[src/rtl/timer_pkg.sv]
// ============================================================================
// Module      : timer_pkg
// Description : Shared state encoding and prescaler divide-ratio helper for
//               the Hangman round countdown timer.
// Revision    : 1.0 - initial release
// ============================================================================
`default_nettype none

package timer_pkg;

    // Timer control states
    typedef enum logic [1:0] {
        ST_IDLE    = 2'd0,
        ST_RUN     = 2'd1,
        ST_PAUSED  = 2'd2,
        ST_EXPIRED = 2'd3
    } state_t;

    // Number of input clocks per timer tick
    function automatic int calc_div(input int clk_hz, input int tick_hz);
        return clk_hz / tick_hz;
    endfunction

endpackage

`default_nettype wire

[src/rtl/tick_prescaler.sv]
// ============================================================================
// Module      : tick_prescaler
// Description : Free-running modulo-DIV counter that advances only while
//               enabled; flags the terminal count (DIV-1) combinationally so
//               the owner can register its tick on the same edge the counter
//               wraps.
// Revision    : 1.0 - initial release
// ============================================================================
`default_nettype none

module tick_prescaler
    import timer_pkg::*;
#(
    parameter int DIV = 5
) (
    input  logic clock_i,
    input  logic reset_i,
    input  logic clear_i,
    input  logic enable_i,
    output logic tick_o
);

    localparam int              PW       = (DIV > 1) ? $clog2(DIV) : 1;
    localparam logic [PW-1:0]   TERMINAL = PW'(DIV - 1);
    localparam logic [PW-1:0]   STEP     = PW'(1);

    logic [PW-1:0] presc_q;
    logic [PW-1:0] presc_d;
    logic          at_terminal;

    assign at_terminal = (presc_q == TERMINAL);
    assign tick_o      = enable_i && at_terminal;

    // Next prescaler value: clear wins, then wrap at terminal, else count up
    always_comb begin
        presc_d = presc_q;
        if (clear_i) begin
            presc_d = '0;
        end else if (enable_i) begin
            presc_d = at_terminal ? '0 : (presc_q + STEP);
        end
    end

    // Prescaler register
    always_ff @(posedge clock_i or posedge reset_i) begin
        if (reset_i) begin
            presc_q <= '0;
        end else begin
            presc_q <= presc_d;
        end
    end

endmodule

`default_nettype wire

[src/rtl/game_countdown_timer.sv]
// ============================================================================
// Module      : game_countdown_timer
// Description : Round timer for Hangman. A prescaler turns the system clock
//               into ticks; a loadable down-counter counts those ticks with
//               pause/resume, one-shot or auto-reload expiry, a low-time
//               warning flag and a single-cycle expiry pulse.
// Revision    : 1.0 - initial release
// ============================================================================
`default_nettype none

module game_countdown_timer
    import timer_pkg::*;
#(
    parameter int CLK_HZ        = 50_000_000,
    parameter int TICK_HZ       = 1,
    parameter int CNT_W         = 6,
    parameter int DEFAULT_LIMIT = 32,
    parameter int WARN_LEVEL    = 5
) (
    input  logic             clock_i,
    input  logic             reset_i,
    input  logic             start_i,
    input  logic             pause_i,
    input  logic             load_i,
    input  logic [CNT_W-1:0] load_value_i,
    input  logic             auto_reload_i,
    output logic [CNT_W-1:0] count_o,
    output logic             tick_o,
    output logic             running_o,
    output logic             warning_o,
    output logic             expired_o,
    output logic             done_o
);

    localparam int               DIV       = calc_div(CLK_HZ, TICK_HZ);
    localparam logic [CNT_W-1:0] DEF_LIMIT = CNT_W'(DEFAULT_LIMIT);
    localparam logic [CNT_W-1:0] WARN_LVL  = CNT_W'(WARN_LEVEL);
    localparam logic [CNT_W-1:0] ONE       = CNT_W'(1);

    state_t           state_q;
    state_t           state_d;
    logic [CNT_W-1:0] count_q;
    logic [CNT_W-1:0] count_d;
    logic [CNT_W-1:0] reload_q;
    logic [CNT_W-1:0] reload_d;
    logic             tick_q;
    logic             tick_d;
    logic             expired_q;
    logic             expired_d;

    logic             presc_clear;
    logic             presc_enable;
    logic             presc_terminal;
    logic [CNT_W-1:0] load_limit;

    // A zero limit would expire immediately, so it selects the default instead
    assign load_limit = (load_value_i == '0) ? DEF_LIMIT : load_value_i;

    // Prescaler only advances in RUN when neither load nor pause overrides it;
    // a pause on the terminal cycle therefore also suppresses that tick.
    assign presc_enable = (state_q == ST_RUN) && !load_i && !pause_i;

    // Fresh period on load, or on start from IDLE/EXPIRED; resume from
    // PAUSED keeps the partial period.
    assign presc_clear  = load_i ||
                          (start_i && ((state_q == ST_IDLE) || (state_q == ST_EXPIRED)));

    tick_prescaler #(
        .DIV (DIV)
    ) u_prescaler (
        .clock_i  (clock_i),
        .reset_i  (reset_i),
        .clear_i  (presc_clear),
        .enable_i (presc_enable),
        .tick_o   (presc_terminal)
    );

    // Next-state logic: load > pause > start, countdown on prescaler terminal
    always_comb begin
        state_d   = state_q;
        count_d   = count_q;
        reload_d  = reload_q;
        tick_d    = 1'b0;
        expired_d = 1'b0;

        if (load_i) begin
            reload_d = load_limit;
            count_d  = load_limit;
            state_d  = ST_IDLE;
        end else begin
            unique case (state_q)
                ST_IDLE: begin
                    if (start_i) begin
                        state_d = ST_RUN;
                    end
                end
                ST_RUN: begin
                    if (pause_i) begin
                        state_d = ST_PAUSED;
                    end else if (presc_terminal) begin
                        tick_d = 1'b1;
                        // count is always >= 1 in RUN, so this never wraps
                        if (count_q == ONE) begin
                            expired_d = 1'b1;
                            if (auto_reload_i) begin
                                count_d = reload_q;
                            end else begin
                                count_d = '0;
                                state_d = ST_EXPIRED;
                            end
                        end else begin
                            count_d = count_q - ONE;
                        end
                    end
                end
                ST_PAUSED: begin
                    if (start_i) begin
                        state_d = ST_RUN;
                    end
                end
                ST_EXPIRED: begin
                    if (start_i) begin
                        count_d = reload_q;
                        state_d = ST_RUN;
                    end
                end
                default: begin
                    state_d = ST_IDLE;
                end
            endcase
        end
    end

    // State, count, reload limit and registered pulses
    always_ff @(posedge clock_i or posedge reset_i) begin
        if (reset_i) begin
            state_q   <= ST_IDLE;
            count_q   <= DEF_LIMIT;
            reload_q  <= DEF_LIMIT;
            tick_q    <= 1'b0;
            expired_q <= 1'b0;
        end else begin
            state_q   <= state_d;
            count_q   <= count_d;
            reload_q  <= reload_d;
            tick_q    <= tick_d;
            expired_q <= expired_d;
        end
    end

    assign count_o   = count_q;
    assign tick_o    = tick_q;
    assign expired_o = expired_q;
    assign running_o = (state_q == ST_RUN);
    assign done_o    = (state_q == ST_EXPIRED);
    assign warning_o = ((state_q == ST_RUN) || (state_q == ST_PAUSED)) &&
                       (count_q != '0) && (count_q <= WARN_LVL);

endmodule

`default_nettype wire

[config.mk]
export PLATFORM = sky130hd
export DESIGN_NAME = game_countdown_timer
export DESIGN_NICKNAME = d
export VERILOG_FILES = /design/src/rtl/timer_pkg.sv /design/src/rtl/tick_prescaler.sv /design/src/rtl/game_countdown_timer.sv
export SDC_FILE = /design/constraint.sdc
export NUM_CORES = 1
export LEC_CHECK = 0
export CAP_MARGIN = 25
export CELL_PAD_IN_SITES_DETAIL_PLACEMENT = 1
export CELL_PAD_IN_SITES_GLOBAL_PLACEMENT = 2
export CORE_MARGIN = 5
export CORE_UTILIZATION = 25
export DETAILED_ROUTE_END_ITERATION = 8
export PLACE_DENSITY = 0.55
export SLEW_MARGIN = 5
export SYNTH_ARGS = -nofsm -noshare
export SYNTH_HDL_FRONTEND = slang
export SYNTH_HIERARCHICAL = 1
export SYNTH_SLANG_ARGS = --single-unit
[constraint.sdc]
create_clock -name clock_i -period 4 [get_ports clock_i]
set_clock_uncertainty 0.15 [all_clocks]
set_input_delay 0.6 -clock clock_i [delete_from_list [all_inputs] [get_ports clock_i]]
set_output_delay 0.6 -clock clock_i [all_outputs]
set_load 0.005 [all_outputs]
### Yosys cells after proc, flatten, opt, wreduce, memory -nomap -nowiden

Index checks and enable logic that the tools add are counted.

* add/sub/neg operators: 2
* order comparisons: 1
* equal/unequal tests: 12
* muxes and demuxes: 27
* reductions and logical operators: 19

Operator list (count)
* 26-bit 2-to-1 mux: 3
* 6-bit 2-to-1 mux: 7
* 26-bit by 1-bit adder with 26-bit output (second input constant): 1
* 26-bit == test (second input constant): 1
* 2-bit 2-to-1 mux: 6
* 6-bit one-hot mux with 2 select lines: 1
* 1-bit 2-to-1 mux: 9
* 4-bit by 3-bit inequality test with 1-bit output (second input constant): 2
* 4-bit AND reduction: 2
* 6-bit by 1-bit == test with 1-bit output (second input constant): 1
* 6-bit by 3-bit less-or-equal comparator with 1-bit output (second input constant): 1
* 1-bit logical AND: 6
* 6-bit logical NOT: 1
* 3-bit inequality test (second input constant): 2
* 6-bit nonzero test: 1
* 6-bit by 1-bit subtractor with 6-bit output (second input constant): 1
* 2-bit == test (second input constant): 2
* 4-bit inequality test (second input constant): 1
* 2-bit one-hot mux with 2 select lines: 1
* 1-bit logical OR: 3
* 3-bit by 1-bit inequality test with 1-bit output (second input constant): 1
* 3-bit by 2-bit inequality test with 1-bit output (second input constant): 1
* 3-bit nonzero test: 1
* 3-bit OR reduction: 1
* 4 further kinds: 5

* register bits after elaboration: 42
* input bits: 12
* output and inout bits: 11
* logic and storage cells: 67

### Logic depth before layout (Yosys ltp)

Gate-level depths: netlist of run 1.

* word-level depth: 8
* gate-level depth with buffers: 10
* depth with buffers taken out: 10

### By module

The synthesis of run 1 kept the hierarchy.

Modules (own cells, without submodules)
* tick_prescaler: instances 1, cells an instance 151, area an instance 1433.9 um^2, seq. area each 650.6 um^2
* game_countdown_timer: instances 1, cells an instance 105, area an instance 1002.2 um^2, seq. area each 402.9 um^2

### Worst setup path after synthesis of run 1

OpenSTA, ideal clock, no wires.

* path kind: input-to-reg
* start point: input port load_i
* end point: register count_q[0], in the netlist count_o[0]
* library setup time: 0.134 ns
* arrival time: 2.314 ns
* data required time: 3.716 ns
* slack: 1.402 ns
* cell stages on the path: 8
* path buffers: 1
* path through: clkbuf_1 -> nor3_1 -> inv_1 -> nor3_1 -> nor2b_1 -> o21ai_1 -> a221oi_1 -> o31ai_1

* cells in the longest elaborated chain, start to end: 6
* elaborated cells between the ends (all ways): 10
* those cells by class: 3 x eq/ne; 1 x mux; 6 x reduce/logical

RTL lines
* from (decl): line game_countdown_timer.sv:24 `input logic load_i,`
* 1-bit logical NOT: line game_countdown_timer.sv:61 `assign presc_enable = (state_q == ST_RUN) && !load_i && !pause_i;`
* 1-bit logical AND (2 in series): line game_countdown_timer.sv:61
* via presc_enable: line game_countdown_timer.sv:52 `logic presc_enable;`
* 1-bit logical AND: line tick_prescaler.sv:32 `assign tick_o = enable_i && at_terminal;`
* via presc_terminal: line game_countdown_timer.sv:53 `logic presc_terminal;`
* 3-bit by 2-bit inequality test with 1-bit output (no line)
* 4-bit AND reduction (no line)
* to (signal assigned): line game_countdown_timer.sv:144 `count_q <= count_d;`
* to (decl): line game_countdown_timer.sv:42 `logic [CNT_W-1:0] count_q;`

The timed path passes the listed nets, and every way through them passes these cells.
A chain may end at the register's enable or synchronous reset.

### Worst setup path in the final report of run 1

* start point: register state_q[0]
* end point: output port warning_o

* cells in the longest elaborated chain, start to end: 4
* elaborated cells between the ends (all ways): 5
* those cells by class: 2 x eq/ne; 3 x reduce/logical

RTL lines
* from (decl): line game_countdown_timer.sv:40 `state_t state_q;`
* from (signal assigned): line game_countdown_timer.sv:143 `state_q <= state_d;`
* 2-bit by 1-bit == test with 1-bit output / 2-bit == test (equally long branches): line game_countdown_timer.sv:156 `assign warning_o = ((state_q == ST_RUN) || (state_q == ST_PAUSED)) &&`
* 1-bit logical OR (*): line game_countdown_timer.sv:156
* 1-bit logical AND (*): line game_countdown_timer.sv:156
* 1-bit logical AND (*): line game_countdown_timer.sv:157 `(count_q != '0) && (count_q <= WARN_LVL);`
* to (decl): line game_countdown_timer.sv:30 `output logic warning_o,`

Every way passes the cells marked *; elsewhere a longest branch is shown, timed or not.

==> results.md, run 1 <==
- Outcome: finished, final reports clean
- Cell taking the most area after synthesis: dfrtp_1
- RSZ-0062 raised after global routing: no
- Grt total ovfl: 0
- HPWL after detailed placement: 4.715 mm
- Period utilization: 0.7079
- 1st-iter DRT viols: 55
- Pwr/cell area: 335.5 nW/um^2
- Cell row count: 36
- Max FO, Critical Path: 3
- Minimum clock period: 2.831 ns
- Drt wl/cell: 15.74 um
- Via Count: 1974
- RD Place Congestion: 0.7237
- Async S/R FF share, synth: 1.000
- Most common cell after layout, fill and taps aside: dfrtp_1
- Filler cell count in the final layout: 1133
- Num CTS Buffers: 5
- Worst EP arrival: 2.08 ns
- Vias per cell: 4.780
- Worst-path clk slew: 0.08 ns
- Initial antenna violation count: 0
- F_max: 0.3532 GHz
- Vias in the first global route: 2152
- Setup tns final: 0 ns
- Setup crit start: state_q[0]$_DFFE_PP0P_
- Largest net degree at the start of global routing: 27
- CORE AREA: 9639 um^2
- Post-cts hold buffer count: 0
- Synth Net Count: 273
- Avg Cell Area, Syn: 9.516 um^2
- H-tree depth: 2
- Max-slew headroom: 0.5503
- Drt pass-1 iters: 4
- Port bufs: 22
- Initial Util: 0.2527
- Post-route DRC: 0
- Sinks on Clock Net: 42
- Max-cap viol count: 0
- Worst vdd ir: 0.0001081 V
- Fin. Hold Viols: 0
- Slew Viols, Final: 0
- Reg2reg start: state_q[1]$_DFFE_PP0P_
- Post-Syn Area: 2436 um^2
- Post-synth EDFFs: 0
- Nets: 296
- Lkg Pwr: 1.143 nW
- Largest cells by area after synthesis: dfrtp_1 (41%), a21oi_1 (4.3%), nor2_1 (3.1%), o31ai_1 (3.1%), inv_1 (2.8%)
- WL final: 6.500 mm
- Final Setup Violations: 0
- Seq/Total Area, Yosys: 0.4325
- Synth Warn #: 6
- Clk Tree Root Cell: clkbuf_8
- CTS tree: done
- Antenna viol nets, final: 0
- Area Overhead vs Synth: 19.26%
- Flip-flop and latch count after synthesis: 42
- Pre-CTS setup slack: 0.9680 ns
- Final WS setup: 1.169 ns
- Setup Fix Bufs, Post-CTS: 0
- First-pass GRT wire length: 11.24 mm
- Share of layout cells above drive strength 1: 0.1143
- Hold path startpoint: reload_q[3]$_DFFE_PP0P_
- Worst-skew pair later-pin latency: 0.30 ns
- Resize count post-CTS: 0
- Die height: 108.7 um
- Critical Path Source Type: flop
- Yosys top cell area share: 0.4109
- # diodes: 0
- Synth Instances: 256
- Req. time, crit path: 3.25 ns
- CP Capture Type: primary output
- Hold Crit Class: flop to flop
- Ys flop type: dfrtp_1
- GRT Total Usage: 0.1224
- Most frequent cells in the layout: dfrtp_1 (40), clkdlybuf4s50_1 (22), a21oi_1 (21)
- Slew @ Worst Pin: 0.6738 ns
- CTS Buffer Depth: 2
- Crit Path Class: flop to primary output
- Full die area: 11820 um^2
- IO Pins: 23
- Distinct cells, synth: 55
- Die X: 108.7 um
==> path summary, 6_finish.rpt <==
path / endpoint / cells past startpoint / slack [ns]
setup / recovery: warning_o / 5 / 1.17
hold / removal: reload_q[3]$_DFFE_PP0P_ / 1 / 0.37
hold reg to reg: reload_q[3]$_DFFE_PP0P_ / 1 / 0.37
min in group asynchronous: u_prescaler/presc_q[13]$_DFFE_PP0P_ / 3 / 0.54
max in group asynchronous: expired_o$_DFF_PP0_ / 2 / 2.69
setup reg to reg: count_o[3]$_DFFE_PP0P_ / 11 / 1.32
==> power by group <==
group,internal (mW),switching [mW]
registers,0.444,0.0263
clock network,0.175,0.160
logic,0.0784,0.0914
total,0.697,0.277
==> critical path: stages, from the launching register on <==
cell and delay (ns):
dfrtp_1 0.41, ha_1 0.35, nor4_1 0.22, o21ai_0 0.13, a21oi_1 0.16, clkdlybuf4s50_1 0.52
==> cells in the mapped netlist, drive strengths merged, types with 3 or more instances <==
library cell / count
dfrtp: 40
nor4: 4
nand4: 10
xor2: 7
nor2: 20
xnor2: 6
and3: 4
a221oi: 3
nor3: 6
clkbuf: 3
o21ai: 14
mux2: 3
or3: 8
nor2b: 4
ha: 5
buf: 7
o31ai: 11
nand3: 6
a21oi: 22
or4: 7
o21a: 6
inv: 18
and2: 3
and4: 3
nand2: 15
==> cell families after synthesis <==
group,share of synthesized area
compound gates,0.1864
xor+xnor,0.04674
fa+ha+maj,0.02568
buf+inv,0.05136
flops,0.4325
mux,0.01798
simple gates,0.2393
==> through the flow <==
| stage | cells | util | instance area (um^2) | hold WS, ns | power (mW) |
|---|---|---|---|---|---|
| after global placement | 405 | 0.2900 | 2795 | 0.3463 | 0.6568 |
| after detailed placement | 405 | 0.2900 | 2795 | 0.3505 | 0.6543 |
| final | 413 | 0.3014 | 2905 | 0.3749 | 0.9747 |
| after floorplan | 256 | - | 2436 | 0.3305 | 0.5773 |
| after global routing | 413 | 0.3014 | 2905 | 0.3852 | 1.036 |
| after CTS | 413 | 0.3014 | 2905 | 0.3722 | 0.9992 |
==> per-layer routing <==
layer,GRT usage,vias up,wire length (um)
met5,0,-,0
met2,0.2158,24,3198
met3,0.02487,5,174
met1,0.1520,973,3067
met4,0.03246,0,59
li1,-,972,-
==> state kept, by name, indices dropped and copies added (netlist names) <==
| register | count |
|---|---|
| u_prescaler/presc_q | 26 |
| tick_o | 1 |
| expired_o | 1 |
| state_q | 2 |
| count_o | 6 |
| reload_q | 6 |
==> cell type report <==
class | instances | area (um^2) | share of cell area
Inverter | 18 | 67.56 | 0.02326
Timing Repair Buffer | 26 | 250.2 | 0.08613
Multi-Input combinational cell | 186 | 1257 | 0.4328
Clock buffer | 8 | 110.1 | 0.03790
Tap cell | 133 | 166.4 | 0.05728
Sequential cell | 42 | 1054 | 0.3626
Note: power is estimated with default switching activity, not from simulation.
==> run 2: changes to the inputs <==
- PLACE_DENSITY: 0.55 -> 0.58
- clock period: 4 -> 2.6 ns (I/O delays scaled with it)
==> run 2 against run 1 <==
Effect of this change: critical path depth unchanged; critical path type unchanged; setup slack got worse by 0.99 ns; sequential share of layout area decreased by 1.2 points; largest cell class unchanged; global-route usage about the same; register-to-register slack got worse by 1.1 ns; largest power group unchanged; die area unchanged.
==> results.md, run 2 (synthesis results as in run 1) <==
- Outcome: finished, final reports clean
- First-pass GRT wire length: 11.39 mm
- RD Place Congestion: 0.7504
- Worst-skew pair later-pin latency: 0.30 ns
- GRT Total Usage: 0.1225
- Lkg Pwr: 1.206 nW
- RSZ-0062 raised after global routing: no
- Full die area: 11820 um^2
- Max FO, Critical Path: 3
- IO Pins: 23
- Placed Instances: 420
- WL final: 6.506 mm
- CTS tree: done
- Drt pass-1 iters: 4
- Reg2reg end: count_o[0]$_DFFE_PP0P_
- Die height: 108.7 um
- Via Count: 2054
- Non-Filler Instances: 428
- Hold Crit Class: primary input to async pin
- Nets: 311
- HPWL after detailed placement: 4.801 mm
- Grt total ovfl: 0
- Antenna viol nets, final: 0
- CORE AREA: 9639 um^2
- Final Setup Violations: 0
- R2R depth: 8
- Critical Path Source Type: flop
- Worst-path clk slew: 0.09 ns
- Worst EP arrival: 1.88 ns
- Crit Path Class: flop to primary output
- H-tree depth: 2
- Reg2reg start: u_prescaler/presc_q[0]$_DFFE_PP0P_
- Setup Fix Bufs, Post-CTS: 0
- Max-slew headroom: 0.5500
- Largest net degree at the start of global routing: 27
- Req. time, crit path: 2.06 ns
- Clk Tree Root Cell: clkbuf_8
- Area Overhead vs Synth: 23.42%
- Post-layout power: 1.462 mW
- Sinks on Clock Net: 42
- Post-cts hold buffer count: 0
- Most frequent cells in the layout: dfrtp_1 (39), a21oi_1 (21), clkdlybuf4s50_1 (21)
- Most common cell after layout, fill and taps aside: dfrtp_1
- Cell row count: 36
- Filler cell count in the final layout: 1148
- Initial antenna violation count: 0
- Pwr/cell area: 486.4 nW/um^2
- 1st-iter DRT viols: 58
- Post-route DRC: 0
- Share of layout cells above drive strength 1: 0.1661
- Fin. Hold Viols: 0
- Max FFs per register: 26
- Drt wl/cell: 15.20 um
- CP Capture Type: primary output
- Max-cap viol count: 0
- Port bufs: 22
- CTS Buffer Depth: 2
- Die X: 108.7 um
- Placed inst area: 2908 um^2
- FF-to-FF setup slack: 0.23 ns
- Vias per cell: 4.799
- Vias in the first global route: 2286
- Slew Viols, Final: 0
- Resize count post-CTS: 1
- Period utilization: 0.9326
- Initial Util: 0.2527
- Num CTS Buffers: 5
- F_max: 0.4124 GHz
- # diodes: 0
- Minimum clock period: 2.425 ns
- Slew @ Worst Pin: 0.6743 ns
- Worst vdd ir: 0.0001793 V
- Final instance area: 3007 um^2
- Largest register by flop count: u_prescaler/presc_q
run 2: stage by stage:
stage	hold WS, ns	util	worst slack, ns	TNS (ns)
2_1_floorplan	0.1523	-	0.06609	0
4_1_cts	0.3417	0.3110	0.07545	0
3_3_place_gp	0.3587	0.3017	0.03824	0
5_1_grt	0.3664	0.3119	0.005805	0
6_report	0.3286	0.3119	0.1752	0
3_5_place_dp	0.3567	0.3017	-0.01318	-0.01318
run 2: routing by layer:
layer,wire length [um],track usage
met4,114,0.03787
met2,3277,0.2109
met5,0,0
met3,208,0.02783
met1,2905,0.1521
run 2: report_power, final:
part           internal [mW]  total, mW  switching (mW)
combinational          0.138      0.296           0.159
clock                  0.215      0.454           0.239
sequential             0.683      0.712          0.0286
total                   1.04       1.46           0.426
run 2: critical path, stage by stage, from the launching register on:
cell	delay (ns)
dfrtp_1	0.41
ha_1	0.34
nor4_1	0.25
o21ai_0	0.13
a21oi_1	0.20
dlygate4sd2_1	0.26
run 2: worst max-delay path by stage:
stage                     cells after the start                     end                               start  slack, ns
after floorplan                              10  count_o[0]$_DFFE_PP0P_              state_q[1]$_DFFE_PP0P_       0.07
after global placement                        9  count_o[3]$_DFFE_PP0P_                              load_i       0.04
after detailed placement                      9  count_o[3]$_DFFE_PP0P_                              load_i      -0.01
after CTS                                     8  count_o[3]$_DFFE_PP0P_  u_prescaler/presc_q[0]$_DFFE_PP0P_       0.08
after global routing                         11  count_o[0]$_DFFE_PP0P_              state_q[1]$_DFFE_PP0P_      0.006
final                                         5               warning_o              state_q[0]$_DFFE_PP0P_       0.18
run 2: area by class of cell:
type                    instances  area (um^2)  share of cell area
inverters                      18        67.56             0.02247
flip-flops and latches         42         1055              0.3508
multi-input cells             186         1265              0.4207
clock buffers                   7        86.33             0.02871
well taps                     133        166.4             0.05535
repair buffers                 41        361.6              0.1203
clock inverters                 1        5.005            0.001665
==> run 3: changes to the inputs <==
- CTS_BUF_LIST: default -> sky130_fd_sc_hd__clkbuf_4 sky130_fd_sc_hd__clkbuf_8
- PLACE_DENSITY: 0.58 -> 0.55
- clock period: 2.6 -> 2.8 ns (I/O delays scaled with it)
==> run 3 against run 2 <==
Effect of this change: non-clock buffer count shrank 4; clock power shrank 4%; global-route usage shrank 0.17 points; largest power group unchanged; highest routed layer unchanged; die area is the same; total power shrank 6.3%; flip-flop and latch count is the same; critical endpoint unchanged.
==> results.md, run 3 (synthesis results as in run 1) <==
- Outcome: finished, final reports clean
- CORE AREA: 9639 um^2
- Max stage delay on crit path: 0.51 ns
- Slew @ Worst Pin: 0.6727 ns
- Critical Path Source Type: flop
- Most common cell after layout, fill and taps aside: dfrtp_1
- Max-cap viol count: 0
- Cell row count: 36
- Max-slew headroom: 0.5511
- Critical Path End: warning_o
- Drt wl/cell: 15.69 um
- Full die area: 11820 um^2
- CP delay by family, top: buffers and inverters
- Most frequent cells in the layout: dfrtp_1 (40), clkdlybuf4s50_1 (22), a21oi_1 (21)
- Slowest CP cell: clkdlybuf4s50_1
- Filler cell count in the final layout: 1154
- Num CTS Buffers: 5
- Req. time, crit path: 2.23 ns
- Period utilization: 0.9452
- HPWL after detailed placement: 4.880 mm
- First-pass GRT wire length: 11.17 mm
- F_max: 0.3778 GHz
- Sinks on Clock Net: 42
- Post-cts hold buffer count: 0
- Final Setup Violations: 0
- FF-to-FF setup slack: 0.33 ns
- Lkg Pwr: 1.194 nW
- Worst-path clk slew: 0.09 ns
- Antenna viol nets, final: 0
- Pre-CTS setup slack: 0.1624 ns
- RD Place Congestion: 0.7187
- Setup tns final: 0 ns
- 1st-iter DRT viols: 33
- # diodes: 0
- Post-route DRC: 0
- Cell chain of the critical path: ha_1, nor4_2, o21ai_1, a21oi_1, clkdlybuf4s50_1
- Max FFs per register: 26
- RSZ-0062 raised after global routing: no
- Largest net degree at the start of global routing: 27
- Initial Util: 0.2527
- Grt total ovfl: 0
- Crit Path Class: flop to primary output
- Share of layout cells above drive strength 1: 0.1546
- Pwr/cell area: 457.7 nW/um^2
- Port bufs: 22
- CTS tree: done
- Hold Crit Class: primary input to async pin
- Area Overhead vs Synth: 22.86%
- Reg2reg end: u_prescaler/presc_q[18]$_DFFE_PP0P_
- Largest register by flop count: u_prescaler/presc_q
- Vias in the first global route: 2099
- CTS Buffer Depth: 2
- Worst hold slack: 0.3617 ns
- Worst vdd ir: 0.0001781 V
- R2R depth: 10
- Worst-skew pair later-pin latency: 0.30 ns
- Drt pass-1 iters: 4
- Initial antenna violation count: 0
- IO Pins: 23
- Setup crit start: state_q[0]$_DFFE_PP0P_
- Nets: 307
- Reg2reg start: state_q[1]$_DFFE_PP0P_
- Final WS setup: 0.1534 ns
- Via Count: 2018
- WP depth: 5
- Max FO, Critical Path: 3
- Minimum clock period: 2.647 ns
- Clk Tree Root Cell: clkbuf_8
- Worst EP arrival: 2.08 ns
- Die X: 108.7 um
- Post-layout power: 1.370 mW
- Slew Viols, Final: 0
- CP Capture Type: primary output
- WL final: 6.651 mm
- WP buf/inv: 1
- Vias per cell: 4.759
- H-tree depth: 2
- GRT Total Usage: 0.1208
- Fin. Hold Viols: 0
- Die height: 108.7 um
## run 3: cell count changes in the layout (fill, tap and decap cells not counted), sizes merged
| cell | delta |
|---|---|
| buf | -4 |
| clkdlybuf4s50 | +1 |
| dlygate4sd2 | -1 |
## run 3: power by group
| part | internal, mW | leakage, nW | switching [mW] |
|---|---|---|---|
| Sequential | 0.634 | 0.557 | 0.0358 |
| Combinational | 0.126 | 0.585 | 0.137 |
| Clock | 0.209 | 0.0517 | 0.227 |
| Total | 0.969 | 1.19 | 0.400 |
## run 3: timing repair
| action | in CTS | in global routing |
|---|---|---|
| endpoints found under the setup margin | 0 | 2 |
| setup buffers | 0 | 0 |
| resized for setup | 0 | 3 |
## run 3: worst min-delay path, stage by stage
cell and delay, ns:
clkdlybuf4s50_1 0.41, inv_1 0.06, buf_4 0.33
## run 3: worst min-delay path by stage
stage,start,endpoint,slack [ns]
after floorplan,reset_i,count_o[0]$_DFFE_PP0P_,0.18
after global placement,reload_q[3]$_DFFE_PP0P_,reload_q[3]$_DFFE_PP0P_,0.35
after detailed placement,reload_q[3]$_DFFE_PP0P_,reload_q[3]$_DFFE_PP0P_,0.35
after CTS,reset_i,u_prescaler/presc_q[6]$_DFFE_PP0P_,0.37
after global routing,reset_i,u_prescaler/presc_q[6]$_DFFE_PP0P_,0.39
final,reset_i,u_prescaler/presc_q[3]$_DFFE_PP0P_,0.36
## run 3: metrics by stage
stage	util	cells	area, um^2
detailed placement	0.2998	416	2890
global route	0.3105	424	2993
global placement	0.2998	416	2890
finish	0.3105	424	2993
CTS	0.3097	424	2985
floorplan	-	256	2436
## run 3: cell type report
type / instances / area [um^2] / share of cell area
Inverter: 18 / 67.56 / 0.02258
Multi-Input combinational cell: 186 / 1265 / 0.4227
Clock inverter: 1 / 5.005 / 0.001672
Tap cell: 133 / 166.4 / 0.05560
Timing Repair Buffer: 37 / 345.3 / 0.1154
Sequential cell: 42 / 1054 / 0.3520
Clock buffer: 7 / 90.09 / 0.03010
## run 3: routing by layer
layer,up-vias,wire [um],GRT usage
met5,-,0,0
met4,0,37,0.03336
met3,2,185,0.02724
met2,27,3241,0.2004
met1,995,3187,0.1580
li1,994,-,-
